## src/rtl/octant_core_if.sv

```systemverilog
// Port bundle for octant_core: batch setup inputs plus result-write and status outputs.
// Setup inputs are packed {x, y, z, unused} 16-bit signed fields.
interface octant_core_if #(
  parameter int unsigned COORD_W  = 16,
  parameter int unsigned N_POINTS = 4,
  parameter int unsigned CNT_W    = 16
);
  logic                         en;
  logic [63:0]                  mid_point;
  logic [63:0]                  near_bottom_left;
  logic [63:0]                  far_top_right;
  logic [15:0]                  point_cloud_size;
  logic [N_POINTS*COORD_W-1:0]  points_x;
  logic [N_POINTS*COORD_W-1:0]  points_y;
  logic [N_POINTS*COORD_W-1:0]  points_z;
  logic                         wr_en;
  logic [CNT_W-1:0]             wr_addr;
  logic [3:0]                   wr_data;
  logic [8*CNT_W-1:0]           counts;
  logic [CNT_W-1:0]             oob_count;
  logic                         busy;
  logic                         done;

  modport master (
    output en, mid_point, near_bottom_left, far_top_right, point_cloud_size,
           points_x, points_y, points_z,
    input  wr_en, wr_addr, wr_data, counts, oob_count, busy, done
  );

  modport slave (
    input  en, mid_point, near_bottom_left, far_top_right, point_cloud_size,
           points_x, points_y, points_z,
    output wr_en, wr_addr, wr_data, counts, oob_count, busy, done
  );
endinterface

```

## src/rtl/octant_core.sv

```systemverilog
// Octree level-1 splitter: bins up to N_POINTS latched points into 8 octants around a midpoint,
// one point per cycle, writing a {in_bounds, octant} record per point and keeping per-octant counts.
module octant_core #(
  parameter int unsigned COORD_W  = 16,
  parameter int unsigned N_POINTS = 4,
  parameter int unsigned CNT_W    = 16
) (
  input logic         clk,
  input logic         rst_n,
  octant_core_if.slave bus
);
  localparam int unsigned IdxW = (N_POINTS > 1) ? $clog2(N_POINTS) : 1;

  typedef logic signed [COORD_W-1:0] coord_t;
  typedef enum logic [1:0] {StIdle, StRun, StDone, StWait} state_e;

  state_e           state_q, state_d;
  coord_t           mid_q [3];
  coord_t           nbl_q [3];
  coord_t           ftr_q [3];
  coord_t           pt_q  [N_POINTS][3];
  logic [CNT_W-1:0] n_q, idx_q, n_clamp;
  logic [CNT_W-1:0] cnt_q [8];
  logic [CNT_W-1:0] oob_q;
  logic             wr_en_q, done_q;
  logic [CNT_W-1:0] addr_q;
  logic [3:0]       data_q;
  logic             start, step;
  coord_t           cur [3];
  logic [2:0]       oct;
  logic             inb;
  logic             unused_fields;

  assign unused_fields = ^{bus.mid_point[15:0], bus.near_bottom_left[15:0],
                           bus.far_top_right[15:0]};

  assign n_clamp = (bus.point_cloud_size > 16'(N_POINTS)) ? CNT_W'(N_POINTS)
                                                          : CNT_W'(bus.point_cloud_size);

  // Axis 0/1/2 = x/y/z; x lands in octant bit 2.
  always_comb begin
    inb = 1'b1;
    oct = 3'b000;
    for (int a = 0; a < 3; a++) begin
      cur[a]   = pt_q[idx_q[IdxW-1:0]][a];
      oct[2-a] = (cur[a] >= mid_q[a]);
      inb      = inb & (cur[a] >= nbl_q[a]) & (cur[a] <= ftr_q[a]);
    end
  end

  always_comb begin
    state_d = state_q;
    start   = 1'b0;
    step    = 1'b0;
    unique case (state_q)
      StIdle: begin
        if (bus.en) begin
          start   = 1'b1;
          state_d = (n_clamp == '0) ? StDone : StRun;
        end
      end
      StRun: begin
        step = 1'b1;
        if (idx_q == n_q - CNT_W'(1)) state_d = StDone;
      end
      StDone: state_d = StWait;
      StWait: if (!bus.en) state_d = StIdle;
      default: state_d = StIdle;
    endcase
  end

  always_ff @(posedge clk or negedge rst_n) begin
    if (!rst_n) begin
      state_q <= StIdle;
      n_q     <= '0;
      idx_q   <= '0;
      oob_q   <= '0;
      wr_en_q <= 1'b0;
      done_q  <= 1'b0;
      addr_q  <= '0;
      data_q  <= '0;
      for (int j = 0; j < 8; j++) cnt_q[j] <= '0;
      for (int a = 0; a < 3; a++) begin
        mid_q[a] <= '0;
        nbl_q[a] <= '0;
        ftr_q[a] <= '0;
        for (int k = 0; k < N_POINTS; k++) pt_q[k][a] <= '0;
      end
    end else begin
      state_q <= state_d;
      done_q  <= (state_q == StDone);
      wr_en_q <= step;
      if (start) begin
        n_q   <= n_clamp;
        idx_q <= '0;
        oob_q <= '0;
        for (int j = 0; j < 8; j++) cnt_q[j] <= '0;
        for (int a = 0; a < 3; a++) begin
          mid_q[a] <= bus.mid_point[63-16*a -: COORD_W];
          nbl_q[a] <= bus.near_bottom_left[63-16*a -: COORD_W];
          ftr_q[a] <= bus.far_top_right[63-16*a -: COORD_W];
        end
        for (int k = 0; k < N_POINTS; k++) begin
          pt_q[k][0] <= bus.points_x[k*COORD_W +: COORD_W];
          pt_q[k][1] <= bus.points_y[k*COORD_W +: COORD_W];
          pt_q[k][2] <= bus.points_z[k*COORD_W +: COORD_W];
        end
      end
      if (step) begin
        idx_q  <= idx_q + CNT_W'(1);
        addr_q <= idx_q;
        data_q <= {inb, oct};
        // Out-of-bounds points are recorded but only bump the oob counter.
        if (inb) begin
          if (cnt_q[oct] != '1) cnt_q[oct] <= cnt_q[oct] + CNT_W'(1);
        end else if (oob_q != '1) begin
          oob_q <= oob_q + CNT_W'(1);
        end
      end
    end
  end

  for (genvar j = 0; j < 8; j++) begin : g_counts
    assign bus.counts[j*CNT_W +: CNT_W] = cnt_q[j];
  end

  assign bus.wr_en     = wr_en_q;
  assign bus.wr_addr   = addr_q;
  assign bus.wr_data   = data_q;
  assign bus.oob_count = oob_q;
  assign bus.busy      = (state_q == StRun);
  assign bus.done      = done_q;
endmodule

```

## src/flat_wrapper.sv

```systemverilog
// flat-port wrapper written by rule: the top's interface ports become plain ports
module octant_core_flat 
#(
  parameter int unsigned COORD_W  = 16,
  parameter int unsigned N_POINTS = 4,
  parameter int unsigned CNT_W    = 16
)
  (clk, rst_n, bus_en, bus_mid_point, bus_near_bottom_left, bus_far_top_right, bus_point_cloud_size, bus_points_x, bus_points_y, bus_points_z, bus_wr_en, bus_wr_addr, bus_wr_data, bus_counts, bus_oob_count, bus_busy, bus_done);
  octant_core_if #(.COORD_W(COORD_W), .N_POINTS(N_POINTS), .CNT_W(CNT_W)) bus_i ();
  input logic clk;
  input logic rst_n;
  input wire logic [$bits(bus_i.en)-1:0] bus_en;
  input wire logic [$bits(bus_i.mid_point)-1:0] bus_mid_point;
  input wire logic [$bits(bus_i.near_bottom_left)-1:0] bus_near_bottom_left;
  input wire logic [$bits(bus_i.far_top_right)-1:0] bus_far_top_right;
  input wire logic [$bits(bus_i.point_cloud_size)-1:0] bus_point_cloud_size;
  input wire logic [$bits(bus_i.points_x)-1:0] bus_points_x;
  input wire logic [$bits(bus_i.points_y)-1:0] bus_points_y;
  input wire logic [$bits(bus_i.points_z)-1:0] bus_points_z;
  output wire logic [$bits(bus_i.wr_en)-1:0] bus_wr_en;
  output wire logic [$bits(bus_i.wr_addr)-1:0] bus_wr_addr;
  output wire logic [$bits(bus_i.wr_data)-1:0] bus_wr_data;
  output wire logic [$bits(bus_i.counts)-1:0] bus_counts;
  output wire logic [$bits(bus_i.oob_count)-1:0] bus_oob_count;
  output wire logic [$bits(bus_i.busy)-1:0] bus_busy;
  output wire logic [$bits(bus_i.done)-1:0] bus_done;
  assign bus_i.en = bus_en;
  assign bus_i.mid_point = bus_mid_point;
  assign bus_i.near_bottom_left = bus_near_bottom_left;
  assign bus_i.far_top_right = bus_far_top_right;
  assign bus_i.point_cloud_size = bus_point_cloud_size;
  assign bus_i.points_x = bus_points_x;
  assign bus_i.points_y = bus_points_y;
  assign bus_i.points_z = bus_points_z;
  assign bus_wr_en = bus_i.wr_en;
  assign bus_wr_addr = bus_i.wr_addr;
  assign bus_wr_data = bus_i.wr_data;
  assign bus_counts = bus_i.counts;
  assign bus_oob_count = bus_i.oob_count;
  assign bus_busy = bus_i.busy;
  assign bus_done = bus_i.done;
  octant_core #(.COORD_W(COORD_W), .N_POINTS(N_POINTS), .CNT_W(CNT_W)) u_core (.clk(clk), .rst_n(rst_n), .bus(bus_i));
endmodule
```

## config.mk

```make
export PLATFORM = sky130hd
export DESIGN_NAME = octant_core_flat
export DESIGN_NICKNAME = d
export VERILOG_FILES = /design/src/rtl/octant_core_if.sv /design/src/rtl/octant_core.sv /design/src/flat_wrapper.sv
export SDC_FILE = /design/constraint.sdc
export NUM_CORES = 1
export LEC_CHECK = 0
export BUFFER_PORTS_ARGS = -buffer_cell sky130_fd_sc_hd__clkbuf_2
export CAP_MARGIN = 10
export CORE_UTILIZATION = 35
export CTS_BUF_LIST = sky130_fd_sc_hd__clkbuf_4
export CTS_CLUSTER_DIAMETER = 100
export CTS_CLUSTER_SIZE = 16
export DETAILED_ROUTE_END_ITERATION = 10
export GPL_ROUTABILITY_DRIVEN = 0
export RECOVER_POWER = 100
export REMOVE_ABC_BUFFERS = 1
export SLEW_MARGIN = 25
export SYNTH_ARGS = -nofsm -noshare
export SYNTH_HDL_FRONTEND = slang
export SYNTH_SLANG_ARGS = --single-unit
export TNS_END_PERCENT = 30
```

## constraint.sdc

```tcl
create_clock -name clk -period 17.4 [get_ports clk]
set_input_delay 2.61 -clock clk [delete_from_list [all_inputs] [get_ports clk]]
set_output_delay 2.61 -clock clk [all_outputs]
set_load 0.01 [all_outputs]
```

Yosys cells after proc, flatten, opt, wreduce, memory -nomap -nowiden
Cells that the tools add are included.
Widths: inputs -> output; s select.
- flip-flop bits (word level): 536
- bits of input ports: 403
- output and inout port bits: 167
- logic and storage cells: 103
- $add $sub $neg: 4
- magnitude comparators: 13
- equality and inequality tests: 9
- muxes and demuxes: 28
- bitwise logic cells: 7
- reductions and logical operators: 5
- operators with widths (cell ; number):
    $mux 128 ; 4
    $mux 16 ; 10
    $bwmux 128 ; 1
    $bmux 48 s2 ; 1
    $ge 16x16->1 ; 6
    $mux 48 ; 2
    $add 16x1->16 const B ; 3
    $bmux 16 s3 ; 1
    $demux 16 s3 ; 1
    $le 16x16->1 ; 3
    $ne 16x16->1 const B ; 2
    $eq 16x16->1 ; 1
    $gt 16x3->1 const B ; 1
    $logic_not 16->1 ; 1
    $sub 16x1->16 const B ; 1
    $mux 2 ; 4
    $pmux 2 s4 ; 1
    $and 1x1->1 ; 5
    $eq 2x2->1 const B ; 2
    $ge 4x4->1 const B ; 1
    $lt 4x1->1 const B ; 1
    $ne 2x2->1 const B ; 2
    $not 3->4 ; 1
    $ge 3x3->1 const B ; 1
    8 further kinds ; 10

Longest topological paths before layout
Gate-level depths: netlist (run 1).
- depth after elaboration: 14
- gate-level depth with buffers: 24
- depth with buffers taken out: 16

Worst setup path after synthesis (run 1)
No wires, ideal clock.
- path kind: flip-flop to flip-flop
- from: register u_core.idx_q[0]
- to: register u_core.cnt_q (netlist bit u_core.bus.counts[13])
- arrival: 5.870 ns
- required time: 17.319 ns
- slack: 11.449 ns
- cell stages (with the launch flop): 24
- buffers on the path: 8
- path through: dfrtp_1 > clkbuf_1 > buf_1 > mux4_2 > ha_1 > nand4_1 > or4_1 > a31o_1 > a21boi_1 > nand2_4 > buf_8 > buf_12 > buf_2 > mux2i_1 > mux2i_1 > mux2_2 > clkbuf_1 > ha_1 > nand3_2 > nor4b_4 > buf_6 > nor4_4 > buf_6 > mux2i_1
- longest elaborated chain between the ends: 14
- ends and longest elaborated chain (what ; line ; source):
    from (decl) ; octant_core.sv:22 ; logic [CNT_W-1:0] n_q, idx_q, n_clamp;
    from (signal assigned) ; octant_core.sv:110 ; idx_q <= idx_q + CNT_W'(1);
    $not 2->3 (not written as such) (*) ; octant_core.sv:45 ; cur[a] = pt_q[idx_q[IdxW-1:0]][a];
    $bmux 48 s2 (*) ; octant_core.sv:45 ;
    $mux 48 (not written as such) (*) (2 in series) ; octant_core.sv:45 ;
    $ge 16x16->1 ; octant_core.sv:46 ; oct[2-a] = (cur[a] >= mid_q[a]);
    $not 3->4 (not written as such) ; octant_core.sv:115 ; if (cnt_q[oct] != '1) cnt_q[oct] <= cnt_q[oct] + CNT_W'(1);
    $bmux 16 s3, or another cell as far along ; octant_core.sv:115 ;
    $mux 16 (not written as such) / $logic_and 1x1->1 (equally long branches) ; octant_core.sv:115 ;
    $mux 16 (not written as such) ; octant_core.sv:115 ;
    $add 16x1->16 / $demux 16 s3 (equally long branches) ; octant_core.sv:115 ;
    $bwmux 128 ; octant_core.sv:115 ;
    $mux 128 ; octant_core.sv:115 ;
    $mux 128 (*) ; octant_core.sv:114 ; if (inb) begin
    $mux 128 (*) ; octant_core.sv:109 ; if (step) begin
    to (decl) ; octant_core.sv:23 ; logic [CNT_W-1:0] cnt_q [8];
Every way passes the cells marked *; elsewhere a longest branch is shown, timed or not. The select of a mux whose other input is x is not followed.
A chain may end at the register's enable or synchronous reset.

Worst setup path in the final report (run 1)
- from: register u_core.idx_q[0]
- to: register u_core.cnt_q (netlist bit u_core.bus.counts[90])
Same word-level chain as after synthesis.

==> results of run 1 <==
## cell families after synthesis
logic type      synth area share, %
xor+xnor                      1.306
compound gates                7.748
mux                           11.62
buf+inv                       4.550
simple gates                  19.04
fa+ha+maj                     6.961
flops                         48.77
## power groups by stage
| stage | logic, mW | registers (mW) | clock network [mW] |
|---|---|---|---|
| global route | 3.94 | 1.93 | 0.606 |
| detailed placement | 3.55 | 1.90 | 0 |
| finish | 3.51 | 1.87 | 0.536 |
| floorplan | 2.48 | 1.87 | 0 |
| CTS | 3.56 | 1.87 | 0.570 |
| global placement | 3.49 | 1.89 | 0 |
## layer usage
metal	GRT usage, %	part of all wire, %	vias to the layer above
met5	0	0.12	-
met4	5.392	2.3	14
met3	4.229	6.0	103
met2	33.09	48	498
met1	26.97	44	10460
li1	-	-	10490
## layout make-up
cell class,count,area (sq um)
tap,1040,1301
clock buffer,43,322.8
multi-input combinational,2016,12800
sequential,536,13420
clock inverter,5,55.05
timing repair buffer,555,2608
fill,7951,46460
antenna,10,25.02
inverter,161,604.3
## worst paths after layout
check	start	end	slack (ns)	cells past startpoint
worst max-delay path	u_core.idx_q[0]$_DFFE_PN0P_	u_core.bus.counts[90]$_DFF_PN0_	5.69	18
worst min-delay path	u_core.pt_q[12]$_DFFE_PN0P_	u_core.pt_q[12]$_DFFE_PN0P_	0.49	2
worst max register to register	u_core.idx_q[0]$_DFFE_PN0P_	u_core.bus.counts[90]$_DFF_PN0_	5.69	18
worst min register to register	u_core.pt_q[12]$_DFFE_PN0P_	u_core.pt_q[12]$_DFFE_PN0P_	0.49	2
max in group asynchronous	rst_n	u_core.bus.counts[88]$_DFF_PN0_	7.35	4
min in group asynchronous	rst_n	u_core.pt_q[55]$_DFFE_PN0P_	4.09	1
## registers in the layout, summed over array words and instances (netlist names)
| register | flops |
|---|---|
| u_core.n_q | 16 |
| u_core.ftr_q | 48 |
| u_core.bus.wr_data | 4 |
| u_core.mid_q | 48 |
| u_core.idx_q | 16 |
| u_core.bus.oob_count | 16 |
| u_core.bus.wr_en | 1 |
| u_core.bus.counts | 128 |
| u_core.bus.wr_addr | 16 |
| u_core.bus.done | 1 |
| u_core.state_q | 2 |
| u_core.nbl_q | 48 |
| u_core.pt_q | 192 |
## cell usage in the layout (no fill, tap or decap), types with 25 or more instances in the layout
master and count:
sky130_fd_sc_hd__nand2_1 956, sky130_fd_sc_hd__dfrtp_1 535, sky130_fd_sc_hd__clkbuf_2 352, sky130_fd_sc_hd__o21ai_0 198, sky130_fd_sc_hd__clkbuf_1 186, sky130_fd_sc_hd__inv_1 161
sky130_fd_sc_hd__ha_1 153, sky130_fd_sc_hd__mux2i_1 149, sky130_fd_sc_hd__mux4_2 60, sky130_fd_sc_hd__nand4_1 52, sky130_fd_sc_hd__nor2_1 48, sky130_fd_sc_hd__nand3_1 46
sky130_fd_sc_hd__clkbuf_4 43, sky130_fd_sc_hd__a21oi_1 41, sky130_fd_sc_hd__nor3_1 29, sky130_fd_sc_hd__mux2_2 26, sky130_fd_sc_hd__a21o_1 25
## per-stage QoR
stage	hold slack (ns)	cell area, sq um	util, %	total power, mW
after floorplan	0.4403	26850	-	4.350
after global placement	0.4540	31070	40.04	5.378
after detailed placement	0.4573	31080	40.05	5.450
after CTS	0.4919	31460	40.54	6.009
after global routing	0.5088	31130	40.12	6.470
final	0.4864	31130	40.13	5.919
## worst register-to-register path, cell delays in order (launching register included)
cell and delay, ns:
sky130_fd_sc_hd__dfrtp_1 1.00, sky130_fd_sc_hd__clkbuf_1 2.07, sky130_fd_sc_hd__mux4_2 0.82, sky130_fd_sc_hd__ha_1 0.36, sky130_fd_sc_hd__nand4_1 0.22, sky130_fd_sc_hd__o41ai_1 0.40
sky130_fd_sc_hd__and4b_1 0.27, sky130_fd_sc_hd__nor2_4 0.08, sky130_fd_sc_hd__clkbuf_1 2.02, sky130_fd_sc_hd__mux2_2 0.53, sky130_fd_sc_hd__o22a_1 0.20, sky130_fd_sc_hd__and3_1 0.24
sky130_fd_sc_hd__ha_1 0.28, sky130_fd_sc_hd__nand3_2 0.15, sky130_fd_sc_hd__nor4b_1 0.17, sky130_fd_sc_hd__clkbuf_1 0.28, sky130_fd_sc_hd__nor4_1 1.78, sky130_fd_sc_hd__buf_4 0.53
sky130_fd_sc_hd__mux2i_1 0.23
==> impl_summary.txt, run 1 <==
----------------------------------------------------
[Outcome]
  Outcome ... finished, violations left
  Failing checks ... capacitance limit, slew limit

[Power and ir drop]
  Switching Power ... 2.862 mW
  Proportion of power drawn by the clock network ... 9.1%
  Total leakage power ... roughly 15 nW
  Power density of the placed cells ... 190.1 nW/um^2
  Largest voltage drop on the vdd net ... about 0.17 mV
  Combinational power share ... 59.3%
  Cell-internal power ... 3.057 mW
  Switching power as a share of total power ... around half
  Part of the total power dissipated in sequential elements ... about a third

[GRT]
  Pin count of the biggest net entering global routing ... 149
  Via count of the first global-routing pass ... ~21000
  Total Routing Usage GR ... between 20% and 30%
  Total gr overflow ... 0
  Antenna violations before repair ... 15
  First-pass GRT wire length ... 124900 um

[CTS]
  Total CTS buffers ... 41
  Deepest level of the CTS H-tree ... 2
  Clock sink count ... about 540
  Worst skew pair latency ... 0.83 ns
  Maximum buffer depth of the clock tree ... 3
  CTS tree ... built
  Number of hold buffers added after CTS ... 0
  Setup fix buffers added after clock tree synthesis ... 0
  Clk slew on worst S/H paths ... 0.18 ns
  Cells resized by post-CTS repair ... 0
  Clock tree root driver cell ... sky130_fd_sc_hd__clkbuf_4

[Timing]
  Hold Violations, Final ... 0
  Peak clock frequency supported by timing ... 85.39 MHz
  Worst slew margin ... -317.8%
  Shortest period the worst path allows ... 11.71 ns
  Final slew viol count ... 950
  Slew of the pin with the lowest slew margin ... 6.266 ns
  Worst path setup slack after routing ... 5.689 ns
  Unrepaired setup endpoints after global routing ... false
  Share of the cycle needed by the critical path after routing ... 67.30%
  Setup TNS ... 0 ns
  Worst clock skew ... 0.06052 ns
  Final setup violating endpoints ... 0

[Floorplanning]
  Horiz. Die Dim ... 282.3 um
  Std-Cell Core Area ... roughly 78000 sq um
  FP Rows ... a little over 100
  Die area ... about 80000 sq um
  I/O pins ... 570
  Chip Height ... approximately 280 um
  Initial core utilization ... a little over a third

[Synthesis]
  Total number of yosys warnings ... 0
  Average footprint of a synthesized cell ... 9.626 sq um
  Number of distinct library cells after synthesis ... between 70 and 80
  Main area contributors after synthesis ... sky130_fd_sc_hd__dfrtp_1 (49%), sky130_fd_sc_hd__nand2_1 (13%), sky130_fd_sc_hd__ha_1 (7.0%)
  Commonest register cell after synthesis ... sky130_fd_sc_hd__dfrtp_1
  Fraction of registers with async set or reset after synthesis ... between 90% and 100%
  Fraction of the yosys area taken by sequential cells ... 48.77%
  Flops & latches, synth ... 536
  Synth area leader ... sky130_fd_sc_hd__dfrtp_1
  Top cell types by occurrence after synthesis ... sky130_fd_sc_hd__nand2_1 (956), sky130_fd_sc_hd__dfrtp_1 (536), sky130_fd_sc_hd__o21ai_0 (198), sky130_fd_sc_hd__inv_1 (161), sky130_fd_sc_hd__ha_1 (153)
  Synth Cell Area ... 27500 sq um
  Yosys top cell area share ... 48.77%
  Count of mapped cells out of synthesis ... 2857
  Count of flip-flops with a built-in enable after synthesis ... 0
  Most instantiated library cell after synthesis ... sky130_fd_sc_hd__nand2_1

[Worst setup path]
  Required arrival time at the worst endpoint ... 18.15 ns
  CP endpoint kind ... flop
  Slowest Stage Delay on Critical Path ... 2.06 ns
  Slowest cell on the critical path ... sky130_fd_sc_hd__clkbuf_1
  Chain of cells forming the critical path ... clkbuf_1, mux4_2, ha_1, nand4_1, o41ai_1, and4b_1, nor2_4, clkbuf_1, mux2_2, o22a_1, and3_1, ha_1, nand3_2, nor4b_1, clkbuf_1, nor4_1, buf_4, mux2i_1
  Critical path arrival ... 12.46 ns
  Max Fanout on Critical Path ... 41
  Buffers plus inverters on the worst setup path ... 4
  Cell type with the highest occurrence count on the critical path ... sky130_fd_sc_hd__clkbuf_1
  Start-to-end type of the worst setup path ... reg -> reg
  Worst setup SP type ... flop
  Top delay family on crit path ... buffers and inverters

[Route]
  Via count of the routed design ... around 22000
  DRT Pass-1 Iters ... 5
  Detailed Route Iter0 Violations ... 1294
  Post-DR wirelength/cell ... between 15 and 20 um
  Antenna violation net count after detailed routing ... 0
  DRT Wirelength ... 81370 um
  Number of vias per cell ... around 5
  DRC violations left ... 0

[Cells and area]
  Area added between synthesis and finish ... 13.21%
  Fraction of layout cells with a size suffix above 1 ... 15.89%
  Net count, final ... 3867
  Non-filler instance count after layout ... 4366

[Placed design]
  Minimum setup slack after placement ... 10.11 ns
  Buffers added on ports ... 521
  Placed insts ... ~4300
  Half-perimeter wire length of the detailed placement result ... 58570 um

[Hold path]
  Worst hold-check path type ... reg -> reg

[Run]
  Count of maximum capacitance violations ... 16

----------------------------------------------------
(Power assumes the default switching activity.)
==> run 2, diff against run 1 <==
Clock period 17.4 ns to 11.5 ns, I/O delays scaled along.
==> run 2 against run 1 <==
The run still ends with capacitance limit, slew limit left. Wire length decreased by 0.77%. Setup slack got worse by 3.2 ns. Flip-flop and latch count did not move. First-iteration DRC count shrank 3.5%. Sequential power increased by 52%. Final cell count barely moved. Cell area is 0.22% higher. Critical path depth unchanged. Register-to-register slack got worse by 3.2 ns. Global-route usage shrank 0.087 points. Utilization up 0.087 points. Clock skew is 0.0073 ns lower. Highest routed layer unchanged.
==> impl_summary.txt, run 2 (same netlist as run 1, synthesis figures left out) <==
----------------------------------------------------
[Outcome]
  Outcome ... finished, violations left (unchanged)
  Failing checks ... capacitance limit, slew limit (unchanged)

[Power and ir drop]
  Largest voltage drop on the vdd net ... 0.2452 mV (was 0.1738 mV)
  Power density of the placed cells ... 288.3 nW/um^2 (was 190.1 nW/um^2)
  Total leakage power ... 15.03 nW (was 14.97 nW)

[CTS]
  Deepest level of the CTS H-tree ... 2 (unchanged)
  Clock sink count ... 536 (unchanged)
  Worst skew pair latency ... 0.84 ns (was 0.83 ns)
  CTS tree ... built (unchanged)
  Total CTS buffers ... 40 (was 41)
  Clk slew on worst S/H paths ... 0.18 ns (about the same)
  Clock tree root driver cell ... sky130_fd_sc_hd__clkbuf_4 (unchanged)
  Number of hold buffers added after CTS ... 0 (unchanged)
  Cells resized by post-CTS repair ... 0 (unchanged)
  Maximum buffer depth of the clock tree ... 3 (unchanged)
  Setup fix buffers added after clock tree synthesis ... 0 (unchanged)

[GRT]
  Total gr overflow ... 0 (unchanged)
  Pin count of the biggest net entering global routing ... 236 (was 149)
  Via count of the first global-routing pass ... 21340 (was 21280)
  Total Routing Usage GR ... 20.09% (was 20.18%)
  First-pass GRT wire length ... 124000 um (was 124900 um)
  Antenna violations before repair ... 15 (unchanged)

[Timing]
  Worst slew margin ... -261.5% (was -317.8%)
  Peak clock frequency supported by timing ... 111.1 MHz (was 85.39 MHz)
  Final slew viol count ... 873 (was 950)
  Final setup violating endpoints ... 0 (unchanged)
  Worst clock skew ... 0.05324 ns (was 0.06052 ns)
  Hold Worst Slack ... 0.4918 ns (was 0.4864 ns)
  Hold Violations, Final ... 0 (unchanged)
  Slew of the pin with the lowest slew margin ... 5.422 ns (was 6.266 ns)
  Worst path setup slack after routing ... 2.503 ns (was 5.689 ns)
  Shortest period the worst path allows ... 8.997 ns (was 11.71 ns)
  Unrepaired setup endpoints after global routing ... false (unchanged)
  Share of the cycle needed by the critical path after routing ... 78.24% (was 67.30%)

[Hold path]
  Worst hold-check path type ... reg -> reg (unchanged)

[Worst setup path]
  Critical path arrival ... 9.73 ns (was 12.46 ns)
  CP endpoint kind ... flop (unchanged)
  Max Fanout on Critical Path ... 34 (was 41)
  Start-to-end type of the worst setup path ... reg -> reg (unchanged)
  Worst setup SP type ... flop (unchanged)
  Required arrival time at the worst endpoint ... 12.24 ns (was 18.15 ns)

[Cells and area]
  Net count, final ... 3863 (was 3867)
  Most flop-heavy register ... u_core.pt_q (unchanged)
  Area added between synthesis and finish ... 13.46% (was 13.21%)
  Number of flip-flops in the largest register ... 192 (unchanged)
  Final Cell Area ... 31200 sq um (was 31130 sq um)
  Fraction of layout cells with a size suffix above 1 ... 16.09% (was 15.89%)
  Non-filler instance count after layout ... 4362 (was 4366)
  Most common library cell in the layout ignoring fill and taps ... sky130_fd_sc_hd__nand2_1 (unchanged)
  Commonest cells after routing, fill and taps aside ... sky130_fd_sc_hd__nand2_1 (957), sky130_fd_sc_hd__dfrtp_1 (535), sky130_fd_sc_hd__clkbuf_2 (353) (was sky130_fd_sc_hd__nand2_1 (956), sky130_fd_sc_hd__dfrtp_1 (535), sky130_fd_sc_hd__clkbuf_2 (352))
  Finished Core Util ... 40.21% (was 40.13%)

[Floorplanning]
  Die area ... 79700 sq um (unchanged)
  Chip Height ... 282.3 um (unchanged)
  Initial core utilization ... 35.44% (unchanged)
  Horiz. Die Dim ... 282.3 um (unchanged)
  FP Rows ... 102 (unchanged)
  I/O pins ... 570 (unchanged)
  Std-Cell Core Area ... 77590 sq um (unchanged)

[Route]
  DRC violations left ... 0 (unchanged)
  DRT Wirelength ... 80740 um (was 81370 um)
  Detailed Route Iter0 Violations ... 1249 (was 1294)
  Number of vias per cell ... 4.939 (about the same)
  Antenna violation net count after detailed routing ... 0 (unchanged)
  Via count of the routed design ... 21540 (was 21560)
  Post-DR wirelength/cell ... 18.51 um (was 18.64 um)
  DRT Pass-1 Iters ... 7 (was 5)

[Placed design]
  Buffers added on ports ... 521 (unchanged)
  Minimum setup slack after placement ... 4.178 ns (was 10.11 ns)
  Placed inst area ... 31100 sq um (was 31080 sq um)
  Placed insts ... 4305 (was 4307)
  Half-perimeter wire length of the detailed placement result ... 57930 um (was 58570 um)

[Run]
  Count of maximum capacitance violations ... 12 (was 16)

----------------------------------------------------
run 2: worst max-delay path, cell delays in order, from the launching register on:
cell	delay, ns
sky130_fd_sc_hd__dfrtp_1	1.50
sky130_fd_sc_hd__buf_12	0.39
sky130_fd_sc_hd__mux4_2	0.63
sky130_fd_sc_hd__ha_1	0.37
sky130_fd_sc_hd__nand4_1	0.22
sky130_fd_sc_hd__nor3_1	0.11
sky130_fd_sc_hd__a211oi_1	0.56
sky130_fd_sc_hd__nand3_1	0.52
sky130_fd_sc_hd__nand2_1	1.45
sky130_fd_sc_hd__mux2i_1	0.30
sky130_fd_sc_hd__mux2i_1	0.12
sky130_fd_sc_hd__mux2_1	0.55
sky130_fd_sc_hd__ha_1	0.33
sky130_fd_sc_hd__nand3_2	0.17
sky130_fd_sc_hd__nor4b_4	0.10
sky130_fd_sc_hd__buf_6	0.16
sky130_fd_sc_hd__nor4_4	0.68
sky130_fd_sc_hd__buf_4	0.38
sky130_fd_sc_hd__mux2i_1	0.22
run 2: metal layers:
metal  vias up  share of wire, %  track usage (%)
met4         8               3.0            6.778
met5         -             0.064                0
met3       113               6.0            3.981
met1     10420                44            26.54
met2       517                47            32.86
li1      10490                 -                -
run 2: power by group:
group,leakage (nW),switching [mW],internal (mW)
clock,0.228,0.624,0.203
sequential,6.94,0.334,2.51
combinational,7.86,3.36,1.96
run 2: final timing paths:
path                                         startpoint                         endpoint  slack [ns]  cells after the start
max                         u_core.idx_q[0]$_DFFE_PN0P_  u_core.bus.counts[11]$_DFF_PN0_        2.50                     18
max reg2reg                 u_core.idx_q[0]$_DFFE_PN0P_  u_core.bus.counts[11]$_DFF_PN0_        2.50                     18
min in group asynchronous                         rst_n      u_core.pt_q[55]$_DFFE_PN0P_        2.85                      1
min reg2reg                u_core.pt_q[191]$_DFFE_PN0P_     u_core.pt_q[191]$_DFFE_PN0P_        0.49                      2
max in group asynchronous                         rst_n      u_core.idx_q[1]$_DFFE_PN0P_        4.89                      3
min                        u_core.pt_q[191]$_DFFE_PN0P_     u_core.pt_q[191]$_DFFE_PN0P_        0.49                      2
run 2: stage by stage:
step | total power [mW] | setup TNS [ns]
2_1_floorplan | 6.581 | -0.1948
6_report | 8.995 | 0
3_5_place_dp | 8.221 | 0
5_1_grt | 9.806 | 0
4_1_cts | 9.084 | 0
3_3_place_gp | 8.135 | 0
run 2: layout make-up:
cell class	count	area [sq um]
well taps	1040	1301
fillers	7973	46390
repair buffers	552	2645
clock buffers	44	330.3
multi-input cells	2016	12820
diodes	10	25.02
inverters	161	604.3
clock inverters	3	55.05
flip-flops and latches	536	13420
